<file path="config.mk">
export PLATFORM = sky130hd
export DESIGN_NAME = mca_s_sequencer
export DESIGN_NICKNAME = d
export VERILOG_FILES = /design/src/rtl/mca_s_sequencer_pkg.sv /design/src/rtl/mca_s_sequencer_s_shift_window.sv /design/src/rtl/mca_s_sequencer.sv
export SDC_FILE = /design/constraint.sdc
export NUM_CORES = 1
export LEC_CHECK = 0
export CORE_AREA = 4 4 425 427
export CTS_BUF_LIST = sky130_fd_sc_hd__clkbuf_8
export DETAILED_ROUTE_END_ITERATION = 8
export DIE_AREA = 0 0 429 431
export PLACE_DENSITY_LB_ADDON = 0.1
export SLEW_MARGIN = 40
export SYNTH_ARGS = -nofsm -noshare
export SYNTH_HDL_FRONTEND = slang
export SYNTH_SLANG_ARGS = --single-unit
</file>
<file path="constraint.sdc">
create_clock -name clk -period 2.35 [get_ports clk]
set_input_delay 0.235 -clock clk [delete_from_list [all_inputs] [get_ports clk]]
set_output_delay 0.235 -clock clk [all_outputs]
set_load 0.1 [all_outputs]
</file>
<file path="src/rtl/mca_s_sequencer_pkg.sv">
// Shared types and timing constants for the MCA control-stream sequencer.
// The default adder latency follows the two-stage tree depth plus pipeline margin.
package mca_s_sequencer_pkg;

    localparam int MCA_NUM_ADDITIONS     = 16;
    localparam int ADDER_LATENCY_DEFAULT = 2 * MCA_NUM_ADDITIONS + 2;

    typedef enum logic {
        IDLE = 1'b0,
        BUSY = 1'b1
    } seq_state_t;

    // Width needed to hold a latency count from 0 up to and including lat.
    function automatic int lat_width(input int lat);
        return $clog2(lat + 1);
    endfunction

endpackage

</file>
<file path="src/rtl/mca_s_sequencer_s_shift_window.sv">
// K_MAX-deep shift register of accepted control bits; index 0 holds the newest bit.
// window_next is the value the register takes at the coming edge.
module s_shift_window #(
    parameter int K_MAX = 512
) (
    input  logic             clk,
    input  logic             resetn,
    input  logic             s_in,
    input  logic             s_valid,
    output logic [K_MAX-1:0] window,
    output logic [K_MAX-1:0] window_next
);

    always_comb begin
        window_next = window;
        if (s_valid) begin
            window_next = {window[K_MAX-2:0], s_in};
        end
    end

    always_ff @(posedge clk or negedge resetn) begin
        if (!resetn) begin
            window <= '0;
        end else begin
            window <= window_next;
        end
    end

endmodule

</file>
<file path="src/rtl/mca_s_sequencer.sv">
// Decimation sequencer: counts accepted control bits, snapshots the window every OSR bits,
// starts the accumulator and captures its result after the adder-tree latency.
module mca_s_sequencer
    import mca_s_sequencer_pkg::*;
#(
    parameter int K_MAX             = 512,
    parameter int WIDTH_COEFFICIENT = 32,
    parameter int OSR_WIDTH         = 8,
    parameter int ADDER_LATENCY     = ADDER_LATENCY_DEFAULT
) (
    input  logic                                clk,
    input  logic                                resetn,
    input  logic                                s_in,
    input  logic                                s_valid,
    input  logic [OSR_WIDTH-1:0]                osr,
    output logic [K_MAX-1:0]                    S_matrix,
    output logic                                start,
    input  logic signed [WIDTH_COEFFICIENT-1:0] sample_in,
    output logic signed [WIDTH_COEFFICIENT-1:0] sample_out,
    output logic                                sample_valid,
    output logic                                busy,
    output logic                                overrun,
    output logic                                dbg_state,
    output logic [K_MAX-1:0]                    dbg_window
);

    localparam int                LAT_W    = lat_width(ADDER_LATENCY);
    localparam logic [LAT_W-1:0]  LAT_LOAD = LAT_W'(ADDER_LATENCY);
    localparam logic [LAT_W-1:0]  LAT_ONE  = LAT_W'(1);

    seq_state_t             state, state_next;
    logic [LAT_W-1:0]       lat, lat_next;
    logic [OSR_WIDTH-1:0]   cnt, cnt_next, osr_eff;
    logic                   trigger;
    logic                   start_next, sample_valid_next, overrun_next;
    logic                   snap, capture;
    logic [K_MAX-1:0]       window_next;

    s_shift_window #(
        .K_MAX (K_MAX)
    ) u_window (
        .clk         (clk),
        .resetn      (resetn),
        .s_in        (s_in),
        .s_valid     (s_valid),
        .window      (dbg_window),
        .window_next (window_next)
    );

    // ">=" rather than "==" so a mid-count osr decrease fires on the next accepted bit.
    always_comb begin
        osr_eff  = (osr == '0) ? OSR_WIDTH'(1) : osr;
        trigger  = s_valid && (cnt >= (osr_eff - OSR_WIDTH'(1)));
        cnt_next = cnt;
        if (s_valid) begin
            cnt_next = trigger ? '0 : cnt + OSR_WIDTH'(1);
        end
    end

    always_comb begin
        state_next        = state;
        lat_next          = lat;
        start_next        = 1'b0;
        sample_valid_next = 1'b0;
        overrun_next      = overrun;
        snap              = 1'b0;
        capture           = 1'b0;
        case (state)
            IDLE: begin
                if (trigger) begin
                    snap       = 1'b1;
                    start_next = 1'b1;
                    lat_next   = LAT_LOAD;
                    state_next = BUSY;
                end
            end
            BUSY: begin
                lat_next = lat - LAT_ONE;
                if (lat == LAT_ONE) begin
                    capture           = 1'b1;
                    sample_valid_next = 1'b1;
                    // A trigger landing on completion is accepted back-to-back.
                    if (trigger) begin
                        snap       = 1'b1;
                        start_next = 1'b1;
                        lat_next   = LAT_LOAD;
                    end else begin
                        state_next = IDLE;
                    end
                end else if (trigger) begin
                    overrun_next = 1'b1;
                end
            end
            default: begin
                state_next = IDLE;
            end
        endcase
    end

    always_ff @(posedge clk or negedge resetn) begin
        if (!resetn) begin
            state        <= IDLE;
            lat          <= '0;
            cnt          <= '0;
            start        <= 1'b0;
            sample_valid <= 1'b0;
            overrun      <= 1'b0;
            S_matrix     <= '0;
            sample_out   <= '0;
        end else begin
            state        <= state_next;
            lat          <= lat_next;
            cnt          <= cnt_next;
            start        <= start_next;
            sample_valid <= sample_valid_next;
            overrun      <= overrun_next;
            if (snap) begin
                S_matrix <= window_next;
            end
            if (capture) begin
                sample_out <= sample_in;
            end
        end
    end

    assign busy      = (state == BUSY);
    assign dbg_state = state;

endmodule

</file>
# After elaboration in Yosys (flattened, before gate mapping)
# Cells that the tools add are included.
# totals
input_bits,44
elab_cells,34
reg_bits,1074
out_inout_bits,1061
# op_classes
muxes,14
reduce_logical,3
bitwise,2
n_lt_le_gt_ge,1
add_sub_neg,3
eq_ne,2
# op_table
cell,count
$mux W512,1
$mux W6,3
$mux W8,2
$pmux W6 S2,1
$add A8 B1 Y8 const B,1
$ge A8 B8 Y1,1
$logic_not A8 Y1,1
$sub A8 B1 Y8 const B,1
$eq A6 B1 Y1 const B,1
$sub A6 B1 Y6 const B,1
$mux W1,5
$pmux W1 S2,2
$reduce_and A3 Y1,1
$ne A2 B2 Y1 const B,1
$not A1 Y1,2
$logic_and A1 B1 Y1,1

# Logic depth before layout (Yosys ltp)
# depth
ltp_word,8
ltp_mapped,16
depth_no_buf,14

# Hierarchy
# From an unflattened synthesis, not the netlist that was laid out.
# unflattened
hier_cells,2356
hier_area_um2,41469.8
# modules_own_cells
mod,area_per_inst_um2,n_inst,seq_area_each_um2,cells_each
mca_s_sequencer,22248.8,1,14063.5,1275
s_shift_window,19220.9,1,12812.3,1081

# Worst setup path after synthesis
# Ideal clock, no wire load.
# synth_path
kind,input-to-reg
startpoint,input osr[2]
endpoint,register S_matrix[100]
stages,16
n_path_buf,3
slack_ns,-1.039
required_ns,2.224
t_arrival_ns,3.262
setup_ns,0.126
cell_sequence,or4_1 -> nor3_1 -> a21oi_1 -> ha_1 -> inv_1 -> nor2_1 -> xnor2_1 -> ha_1 -> and4_1 -> and2_1 -> a32o_1 -> buf_6 -> nand2_8 -> buf_12 -> buf_12 -> mux2_4
# synth_via
elab_chain_len,8
# synth_lines
element,line_no,text
"start, declared",mca_s_sequencer.sv:15,"input logic [OSR_WIDTH-1:0] osr,"
$logic_not A8 Y1,mca_s_sequencer.sv:52,osr_eff = (osr == '0) ? OSR_WIDTH'(1) : osr;
$mux W8 (*),mca_s_sequencer.sv:52,
$sub A8 B1 Y8 (*),mca_s_sequencer.sv:53,trigger = s_valid && (cnt >= (osr_eff - OSR_WIDTH'(1)));
$ge A8 B8 Y1 (*),mca_s_sequencer.sv:53,
$logic_and A1 B1 Y1 (*),mca_s_sequencer.sv:53,
$mux W1 (*),"mca_s_sequencer.sv:70, mca_s_sequencer.sv:83",
$mux W1,mca_s_sequencer.sv:79,if (lat == LAT_ONE) begin
$pmux W1 S2 (*),mca_s_sequencer.sv:68,case (state)
"end signal, assigned",mca_s_sequencer.sv:118,S_matrix <= window_next;
"end, declared",mca_s_sequencer.sv:16,"output logic [K_MAX-1:0] S_matrix,"
# Every way passes the cells marked *; elsewhere a longest branch is shown, timed or not.
# A chain may end at the register's enable or synchronous reset.

# Worst setup path in the final report
# layout_path
startpoint,input osr[4]
endpoint,register S_matrix[259]
# Same word-level chain as after synthesis.

==> flow_metrics.env <==
export IMPL_htree_levels=4
export IMPL_clk_pin_slew_ps=60
export IMPL_cts_sinks=1074
export IMPL_nets=3841
export IMPL_ir_drop_mv=1.075
export IMPL_first_global_vias=27859
export IMPL_leakage_nw=32.97
export IMPL_r2r_start="cnt[0]"
export IMPL_power_per_cell_area_nw_per_um2=758.1
export IMPL_cts_buffers=201
export IMPL_final_antenna_net_count=0
export IMPL_fin_ws_ps=-506.5
export IMPL_ios=1105
export IMPL_grtUsageTotal_pct=15.83
export IMPL_synth_edff_count=0
export IMPL_synthAdderAreaFrac_pct=0.3554
export IMPL_finalHoldViolations=0
export IMPL_globalplace_congestion=0.7786
export IMPL_syn_nets=2413
export IMPL_start_kind="input pin"
export IMPL_rr_endpoint="S_matrix[199]"
export IMPL_drtPass1Iterations=7
export IMPL_avgViaCountPerCell=4.075
export IMPL_drv_cap=0
export IMPL_antenna_found_initial=2
export IMPL_cts_tree="yes"
export IMPL_critical_path_required_ps=3130
export IMPL_yosysWarnings=0
export IMPL_synthXorXnorAreaFrac_pct=0.2488
export IMPL_clock_skew_ps=39.80
export IMPL_run_status="finished, violations left"
export IMPL_drt_initial_drc_count=948
export IMPL_num_vias=25556
export IMPL_cp_max_fo=7
export IMPL_synth_compound_area_share_pct=0.3376
export IMPL_wl_met1_um=58720
export IMPL_drc=0
export IMPL_ys_flop_type="dfrtp_1"
export IMPL_p_int_w=0.03062
export IMPL_path_class="input pin to register"
export IMPL_clockRootBuffer="clkbuf_8"
export IMPL_drive_above_1_share_pct=66.03
export IMPL_p_sw_w=0.01497
export IMPL_synth_distinct_cells=42
export IMPL_hp_class="input pin to async pin"
export IMPL_dp_hpwl_um=108200
export IMPL_max_slew_margin_pct=48.32
export IMPL_wl_um=150600
export IMPL_r2r_cells=12
export IMPL_finalSetupViolations=517
export IMPL_coreArea_um2=176100
export IMPL_post_place_cells=5801
export IMPL_met2RoutedLength_um=78570
export IMPL_slew_viol_final=0
export IMPL_swShare_pct=32.84
export IMPL_fin_crit_sh_pct=121.6
export IMPL_combPwrFrac_pct=18.4
export IMPL_wl_per_cell_um=24.01
export IMPL_die_h_um=431
export IMPL_dieWidth_um=429
export IMPL_syn_avg_cell_area_um2=17.93
export IMPL_area_growth_pct=42.33
export IMPL_start_util_pct=23.99
export IMPL_ys_seq_area_share_pct=63.61
export IMPL_timing_reg2reg_setup_slack_ps=-370
export IMPL_fmax_ghz=0.3501
export IMPL_seqPwrFrac_pct=43.5
export IMPL_numPortBuffers=1104
export IMPL_synthArstFlopShare_pct=100.0
export IMPL_route_met3_wl_um=9720
export IMPL_grt_overflow=0
export IMPL_synth_seq_cells=1074
export IMPL_synth_top_family_by_area="multiplexers"
export IMPL_period_minus_slack_ps=2857
export IMPL_final_util_pct=34.15
export IMPL_rsz0062_at_grt="true"
export IMPL_worst_slew_pin_transition_ps=775.1
export IMPL_grt_start_max_net_pins=129
export IMPL_final_cells=6272
export IMPL_synth_area_um2=42250
export IMPL_arrival_ps=3640
export IMPL_syn_inst=2357
export IMPL_synth_simple_area_share_pct=0.6426
export IMPL_grt_pass1_wl_um=216700
export IMPL_clockBufferDepth=3
export IMPL_rows=154
export IMPL_pwr_share_clk_pct=38.1
export IMPL_die_area_um2=184900
export IMPL_clk_latency_ps=900
export IMPL_topRoutingLayerUsed="met4"
export IMPL_muxShareOfSynthArea_pct=31.73
export IMPL_failed_checks="setup timing"
export IMPL_crit_path_end_kind="register"
==> worst max-delay path: stages <==
cell and delay (ps):
buf_6 90, or4_4 590, nor3_4 160, a21oi_2 80
ha_2 210, inv_2 60, nor2_2 30, xnor2_1 120
ha_1 290, and4_1 200, and2_4 150, a32o_2 230
nand2_8 80, buf_6 140, buf_12 130, buf_16 130
buf_12 140, buf_12 130, buf_12 130, mux2_4 290
==> kinds of logic after synthesis <==
family                   Yosys count
AO/OA/AOI/OAI                     20
XOR/XNOR                          12
adder cells (fa/ha/maj)           12
buffers and inverters            130
flip-flops                      1074
multiplexers                    1057
AND/OR/NAND/NOR                   52
==> placed cells by master (no fill, tap or decap), drive strengths merged, types with 10 or more instances in the layout <==
cell type and count:
clkdlybuf4s50 37, ha 12, clkinv 10, clkbuf 254, buf 1261, dlygate4sd3 34
dfrtp 1074, nor2 15, mux2 1056, inv 97, nand2 14
==> cell type report <==
| cell class | instances | area [um^2] |
|---|---|---|
| diodes | 2 | 5.005 |
| clock buffers | 245 | 3372 |
| clock inverters | 103 | 431.7 |
| fillers | 17416 | 116000 |
| inverters | 10 | 37.54 |
| multi-input cells | 1153 | 14330 |
| flip-flops and latches | 1074 | 26880 |
| well taps | 2340 | 2928 |
| repair buffers | 1345 | 12150 |
==> stage by stage <==
stage | TNS, ps | total power [W] | hold WS [ps] | worst slack, ps | area (um^2)
finish | -183490 | 0.04559 | 137.0 | -506.5 | 60140
global route | -178490 | 0.04782 | 42.40 | -493.0 | 60130
CTS | -153660 | 0.04664 | 7.370 | -456.5 | 60020
detailed placement | -864200 | 0.02839 | 183.8 | -1733 | 54040
global placement | -884730 | 0.02839 | 184.9 | -1775 | 54010
floorplan | -462910 | 0.02585 | -60.59 | -907.1 | 42520
==> power by group through the flow <==
| stage | clock network (W) | logic (W) | registers [W] |
|---|---|---|---|
| finish | 0.0174 | 0.00840 | 0.0198 |
| CTS | 0.0183 | 0.00852 | 0.0199 |
| global route | 0.0191 | 0.00880 | 0.0199 |
| detailed placement | 0 | 0.00824 | 0.0202 |
| global placement | 0 | 0.00824 | 0.0202 |
| floorplan | 0 | 0.00150 | 0.0244 |
==> routing by layer <==
layer	global-route usage, %	vias to the layer above
li1	-	11267
met1	18.20	13354
met2	28.18	731
met3	5.162	204
met4	4.330	0
met5	0	-
==> synthesized netlist by cell type, types with 2 or more instances <==
| cell type | number | area [um^2] |
|---|---|---|
| dfrtp_1 | 1074 | 26880 |
| mux2_2 | 586 | 6599 |
| mux2_4 | 401 | 6021 |
| mux2_1 | 69 | 777.0 |
| clkbuf_1 | 58 | 217.7 |
| buf_12 | 45 | 900.9 |
| nor2_1 | 15 | 56.30 |
| nand2_1 | 13 | 48.80 |
| ha_1 | 12 | 150.1 |
| inv_1 | 9 | 33.78 |
| buf_6 | 8 | 90.09 |
| xnor2_1 | 7 | 61.31 |
| buf_4 | 5 | 37.54 |
| nand2b_1 | 5 | 31.28 |
| xor2_1 | 5 | 43.79 |
| buf_1 | 4 | 15.01 |
| nand3_1 | 4 | 20.02 |
| nor3_1 | 4 | 20.02 |
| o21ai_0 | 4 | 20.02 |
| a21oi_1 | 3 | 15.01 |
| a21o_1 | 2 | 15.01 |
| a31oi_1 | 2 | 12.51 |
| nand4_1 | 2 | 12.51 |
| o2bb2ai_1 | 2 | 17.52 |
==> sequential cells by signal, indices dropped and copies added, names as in the netlist <==
register / count
S_matrix: 512
busy: 1
sample_valid: 1
overrun: 1
sample_out: 32
cnt: 8
lat: 6
u_window.window: 512
start: 1
==> timing repair <==
item	4_1_cts	5_1_grt
setup endpoints to repair	520	517
buffers inserted	49	20
gates cloned	33	10
hold buffers	35	0
pin swaps	10	3
resized for setup	106	44
endpoints found under the hold margin	1280	0
==> worst max path at each step <==
stage	start	endpoint	slack [ps]
6_report	osr[4]	S_matrix[259]	-510
5_1_grt	osr[4]	S_matrix[180]	-490
4_1_cts	osr[4]	S_matrix[267]	-460
3_5_place_dp	osr[5]	S_matrix[337]	-1730
3_3_place_gp	osr[5]	S_matrix[413]	-1780
2_1_floorplan	osr[2]	S_matrix[100]	-910
Note: power is estimated with default switching activity, not from simulation.
